**config.mk**
```make
export PLATFORM = sky130hd
export DESIGN_NAME = seq_multiplier
export DESIGN_NICKNAME = d
export VERILOG_FILES = /design/src/rtl/seq_multiplier.sv
export SDC_FILE = /design/constraint.sdc
export NUM_CORES = 1
export LEC_CHECK = 0
export BUFFER_PORTS_ARGS = -buffer_cell sky130_fd_sc_hd__clkbuf_2
export CORE_MARGIN = 2
export CORE_UTILIZATION = 50
export DETAILED_ROUTE_END_ITERATION = 8
export PLACE_DENSITY = 0.83
export SLEW_MARGIN = 10
export SYNTH_ARGS = -nofsm -noshare
export SYNTH_HDL_FRONTEND = slang
export SYNTH_SLANG_ARGS = --single-unit
```
**constraint.sdc**
```tcl
create_clock -name Clk -period 2.8 [get_ports Clk]
set_input_delay 0.28 -clock Clk [delete_from_list [all_inputs] [get_ports Clk]]
set_output_delay 0.28 -clock Clk [all_outputs]
set_load 0.005 [all_outputs]
```
**src/rtl/seq_multiplier.sv**
```systemverilog
// Sequential shift-add multiplier: one add-and-shift step per clock, WIDTH steps, Done pulse after the last step.
// Optional two's-complement mode compiled in with macro SEQ_MULTIPLIER_SIGNED_EN (Signed port ignored otherwise).
module seq_multiplier #(
    parameter int WIDTH = 16
) (
    input  logic                 Clk,
    input  logic                 Reset,
    input  logic                 Start,
    input  logic                 Signed,
    input  logic [WIDTH-1:0]     Multiplicando,
    input  logic [WIDTH-1:0]     Multiplicador,
    output logic [2*WIDTH-1:0]   Produto,
    output logic                 Busy,
    output logic                 Done
);

    localparam int CW = (WIDTH > 1) ? $clog2(WIDTH) : 1;
    localparam logic [CW-1:0] LAST = CW'(WIDTH - 1);

    typedef enum logic [1:0] {IDLE, RUN, DONE} state_t;

    state_t            state_q;
    logic [CW-1:0]     cnt_q;
    logic [WIDTH-1:0]  mcand_q;
    logic [WIDTH-1:0]  acc_q;
    logic [WIDTH-1:0]  mplier_q;
    logic              busy_q;
    logic              done_q;

    logic              ext_a;
    logic              ext_m;
    logic              sub;
    logic [WIDTH:0]    a_ext;
    logic [WIDTH:0]    m_ext;
    logic [WIDTH:0]    sum;
    logic [WIDTH-1:0]  acc_d;
    logic [WIDTH-1:0]  mplier_d;

`ifdef SEQ_MULTIPLIER_SIGNED_EN
    logic              signed_q;
`else
    logic              unused_signed;
    assign unused_signed = Signed;
`endif

    // The product lives in {acc, mplier}; the multiplier bits shift out as product bits shift in.
    always_comb begin
        ext_a = 1'b0;
        ext_m = 1'b0;
        sub   = 1'b0;
`ifdef SEQ_MULTIPLIER_SIGNED_EN
        ext_a = signed_q & acc_q[WIDTH-1];
        ext_m = signed_q & mcand_q[WIDTH-1];
        sub   = signed_q & (cnt_q == LAST);
`endif
        a_ext = {ext_a, acc_q};
        m_ext = {ext_m, mcand_q};
        sum   = a_ext;
        if (mplier_q[0]) begin
            sum = sub ? (a_ext - m_ext) : (a_ext + m_ext);
        end
        acc_d    = sum[WIDTH:1];
        mplier_d = {sum[0], mplier_q[WIDTH-1:1]};
    end

    always_ff @(posedge Clk) begin
        if (Reset) begin
            state_q  <= IDLE;
            cnt_q    <= '0;
            mcand_q  <= '0;
            acc_q    <= '0;
            mplier_q <= '0;
            busy_q   <= 1'b0;
            done_q   <= 1'b0;
`ifdef SEQ_MULTIPLIER_SIGNED_EN
            signed_q <= 1'b0;
`endif
        end else begin
            case (state_q)
                IDLE, DONE: begin
                    done_q <= 1'b0;
                    if (Start) begin
                        state_q  <= RUN;
                        busy_q   <= 1'b1;
                        cnt_q    <= '0;
                        mcand_q  <= Multiplicando;
                        acc_q    <= '0;
                        mplier_q <= Multiplicador;
`ifdef SEQ_MULTIPLIER_SIGNED_EN
                        signed_q <= Signed;
`endif
                    end else begin
                        state_q <= IDLE;
                    end
                end
                RUN: begin
                    acc_q    <= acc_d;
                    mplier_q <= mplier_d;
                    cnt_q    <= cnt_q + 1'b1;
                    if (cnt_q == LAST) begin
                        state_q <= DONE;
                        busy_q  <= 1'b0;
                        done_q  <= 1'b1;
                    end
                end
                default: begin
                    state_q <= IDLE;
                    busy_q  <= 1'b0;
                    done_q  <= 1'b0;
                end
            endcase
        end
    end

    assign Produto = {acc_q, mplier_q};
    assign Busy    = busy_q;
    assign Done    = done_q;

endmodule

```
# ---- Word-level counts from Yosys, hierarchy flattened
# Cells that the tools add are included.
dict set report word_totals {
  reg_bits 56
  latchBits 0
  ramBits 0
  rom_bits 0
  inputBits 36
  elab_cells 35
  n_memories 0
}
dict set report classes {
  add_sub_neg 2
  multipliers 0
  div_mod_pow 0
  magnitude_cmp 0
  n_eq_ne 5
  shifts 0
  mux 13
  bitwise_logic 1
  reduce_logical 7
}
# op count
set ops {}
lappend ops {{$pmux 16 s2} 2}
lappend ops {{$mux 16} 2}
lappend ops {{$add 16x16->17} 1}
lappend ops {{$mux 17} 1}
lappend ops {{$pmux 4 s2} 1}
lappend ops {{$reduce_and 2->1} 3}
lappend ops {{$add 4x1->4 const B} 1}
lappend ops {{$eq 4x4->1 const B} 1}
lappend ops {{$mux 4} 1}
lappend ops {{$ne 2x2->1 const B} 2}
lappend ops {{$pmux 2 s2} 1}
lappend ops {{$reduce_or 2->1} 2}
lappend ops {{$mux 1} 3}
lappend ops {{$eq 2x1->1 const B} 1}
lappend ops {{$eq 2x2->1 const B} 1}
lappend ops {{$logic_not 2->1} 1}
lappend ops {{$mux 2} 1}
lappend ops {{$pmux 1 s2} 1}
lappend ops {{$reduce_bool 2->1} 1}
lappend ops {{$not 1->1} 1}

# ---- Longest topological paths before layout
dict set report logic_depth {
  word_depth 4
  mapped_depth 8
  ltp_nobuf 8
}

# ---- Least setup slack after synthesis
# No wires, ideal clock.
dict set report synth_path {
  path_kind {reg-to-reg}
  startpoint {reg acc_q[0]}
  endpoint {reg acc_q[13]}
  t_arrival_ns 1.959
  setup_slack_ns 0.709
  path_stages_with_launch 9
  path_buffers 0
  path_cell_list {dfxtp_1 > ha_1 > fa_1 > a21oi_2 > o221ai_2 > a211oi_4 > o221ai_2 > xnor2_1 > o22ai_1}
}
dict set report synth_via {
  elab_chain_len 3
}
# item line
set synth_lines {}
lappend synth_lines {{from (decl)} 25} ;# logic [WIDTH-1:0] acc_q;
lappend synth_lines {{from (signal assigned)} 71} ;# acc_q <= '0;
lappend synth_lines {{from (signal assigned)} 87} ;# acc_q <= '0;
lappend synth_lines {{from (signal assigned)} 97} ;# acc_q <= acc_d;
lappend synth_lines {{$add 16x16->17} 60} ;# sum = sub ? (a_ext - m_ext) : (a_ext + m_ext);
lappend synth_lines {{$mux 17} 59} ;# if (mplier_q[0]) begin
lappend synth_lines {{$pmux 16 s2} 79} ;# case (state_q)
# No other way between the ends.
# A chain may end at the register's enable or synchronous reset.

# ---- Worst setup path in the final report
# Same ends and word-level chain as after synthesis.

==> results.yml <==
min_path:
  hold_depth: 3
  min_to: "mcand_q[9]"
  hold_start: "Multiplicando[9]"
  min_path_type: "in2reg"
placement:
  place_inst: 481
  dp_hpwl_um: 5160
  gp_congestion: 0.950
  numPortBuffers: 68
floorplanning:
  core-area_um2: 5610
  die_h_um: 80.8
  die_area_um2: 6530
  io_pins: 70
  rows: 27
  dieWidth_um: 80.8
  initial_core_util_pct: 52.6
timing:
  min_period_ns: 2.37
  slew_headroom_pct: 31.6
  setup_viol: 0
  setup_tns_ns: 0
  worst_pin_slew_ns: 1.03
  fin_skew_ns: 0.00606
  max_freq_mhz: 422
  fin_crit_sh_pct: 84.7
  final_max_slew_viol_count: 0
  rsz0062_at_grt: "no"
  hold_viol_final: 0
pwr:
  p_leak_uw: 0.00140
  power_density_nw_per_um2: 508
  ir_drop_mv: 0.373
  power.total_uw: 1740
cells_and_area:
  drive_gt1_share_pct: 22.8
  final_cells: 488
  syn_to_final_growth_pct: 16.3
  finalNetCount: 470
  insertedDiodeCount: 0
  n_fill_cell: 534
synthesis:
  ys_seq_elements: 56
  yosysMostFrequentCell: "nand2_1"
  synth_common_cells: "nand2_1 (68), a21oi_1 (59), dfxtp_1 (56), clkbuf_1 (20)"
  yosys_most_used_dff: "dfxtp_1"
  synth_cells: 363
  synth_edf_count: 0
  synthArstFlopShare_pct: 0
  syn_area_um2: 2950
  seq_area_frac_synth_pct: 38.0
  syn_area_per_cell_um2: 8.12
  synthDistinctLibCells: 47
  syn-num-nets: 417
  yosys-top-cells-area: "dfxtp_1 (38%), a21oi_1 (10%), nand2_1 (8.7%)"
  yosysWarnings: 0
  synth_top_area_cell: "dfxtp_1"
  synth.top_cell.area_share_pct: 38.0
worst_setup_path:
  critPathLaunchType: "flip-flop"
  end_kind: "flip-flop"
  cp.required_ns: 2.98
  rr_worst_depth: 8
  timing.rr.end: "acc_q[13]"
  reg2reg_slack_ns: 0.43
  arrival_ns: 2.55
  timing_worst_setup_path_type: "reg2reg"
  critical_path.max_fanout: 4
  timing.rr.start: "acc_q[0]"
clocking:
  cts_sinks: 56
  clkLatencyLatePin_ns: 0.31
  cts_resized: 0
  cts_hold_buf: 0
  post-cts-setup-buffer-count: 0
  cts_tree: "built"
  path_clk_slew_ns: 0.10
  ctsHtreeMaxLevel: 2
  clock-root-buffer: "clkbuf_8"
  clk_path_buf_depth: 2
  cts_buffers: 5
route:
  first_pass_iters: 4
  drtAntennaViolNets: 0
  drc_errors: 0
  routed_wl_um: 7420
  drt_iter0_drc: 172
  num_vias: 2860
  post_drt_wl_per_cell_um: 15.2
  avgViaCountPerCell: 5.86
global_route:
  grt_pass1_wl_um: 12300
  grt_use_total_pct: 23.6
  grt_antenna_before_repair: 0
  globalRouteOverflowTotal: 0
  grt_max_degree: 57
  grt_pass1_vias: 2648
flow_run:
  maxCapViolations: 0
outcome:
  outcome: "finished, final reports clean"
-- flip-flops by register name, summed over array words and instances, names as in the netlist --
register	flops
state_q	2
mplier_q	16
Done	1
acc_q	16
mcand_q	16
cnt_q	4
Busy	1
-- how the worst max path moves through the flow --
| stage | start | to | cells after the start | slack, ns |
|---|---|---|---|---|
| 2_1_floorplan | acc_q[0] | acc_q[13] | 8 | 0.71 |
| 5_1_grt | acc_q[0] | acc_q[15] | 8 | 0.29 |
| 6_report | acc_q[0] | acc_q[13] | 8 | 0.43 |
| 3_5_place_dp | acc_q[0] | acc_q[13] | 8 | 0.50 |
| 3_3_place_gp | acc_q[0] | acc_q[13] | 8 | 0.53 |
| 4_1_cts | acc_q[0] | acc_q[13] | 8 | 0.46 |
-- through the flow --
| step | cell area, um2 | hold WS (ns) | setup slack, ns | utilization, % |
|---|---|---|---|---|
| 4_1_cts | 3430 | 0.180 | 0.465 | 61.2 |
| 6_report | 3430 | 0.187 | 0.429 | 61.2 |
| 3_3_place_gp | 3300 | 0.451 | 0.525 | 58.9 |
| 5_1_grt | 3430 | 0.192 | 0.292 | 61.2 |
| 2_1_floorplan | 2950 | 0.416 | 0.709 | - |
| 3_5_place_dp | 3300 | 0.455 | 0.500 | 58.9 |
-- worst max-delay path: stages (launching register included) --
cell	delay, ns
dfxtp_1	0.35
ha_1	0.25
fa_1	0.43
a21oi_2	0.21
o221ai_2	0.19
a211oi_4	0.40
o221ai_2	0.16
xnor2_1	0.17
o22ai_1	0.08
-- routing by layer --
layer,up-vias,GRT usage [%],wire length (um)
met5,-,0,0
met4,0,7.12,37
met3,6,3.44,506
met2,106,38.7,3440
met1,1338,32.4,3430
li1,1410,-,-
-- report_power, final --
group	total (uW)	switching [uW]	internal [uW]	leakage, uW
logic	269	165	104	0.000875
clock network	603	251	352	0.0000642
registers	870	32.7	837	0.000458
-- cell families after synthesis --
kind of cell / after synthesis / synth area share (%)
AO/OA/AOI/OAI: 126 / 27.8
XOR/XNOR: 13 / 3.86
adder cells (fa/ha/maj): 18 / 7.89
buffers and inverters: 32 / 4.80
flip-flops: 56 / 38.0
multiplexers: 1 / 0.340
AND/OR/NAND/NOR: 117 / 17.2
-- cells in the final DEF, fill, tap and decap left out, types with 2 or more instances in the layout --
| cell type | instances |
|---|---|
| buf_4 | 5 |
| bufinv_16 | 2 |
| xor2_1 | 5 |
| nor2b_2 | 2 |
| xnor2_1 | 8 |
| nor3_1 | 4 |
| or3_1 | 2 |
| nand3_1 | 10 |
| o21a_1 | 3 |
| nand4_1 | 2 |
| o22ai_1 | 7 |
| inv_2 | 2 |
| clkbuf_2 | 68 |
| a221oi_2 | 2 |
| nand2_1 | 68 |
| a21oi_2 | 2 |
| o21ai_1 | 4 |
| o221ai_2 | 2 |
| ha_1 | 17 |
| a22oi_1 | 16 |
| o21ai_0 | 6 |
| a21oi_1 | 59 |
| a31oi_1 | 2 |
| o211ai_1 | 4 |
| clkbuf_8 | 5 |
| a32oi_1 | 7 |
| nor2b_1 | 3 |
| nor2_2 | 2 |
| nor2_1 | 16 |
| dfxtp_1 | 56 |
| inv_1 | 3 |
| a211oi_1 | 5 |
| nand2b_1 | 3 |
-- layout make-up --
cell class	instances	area (um2)	share of cell area, %
clock buffers	5	68.8	2.01
clock inverters	2	60.1	1.75
inverters	5	18.8	0.547
multi-input cells	275	1690	49.4
flip-flops and latches	56	1120	32.7
well taps	72	90.1	2.63
repair buffers	73	378	11.0
(Power assumes the default switching activity.)
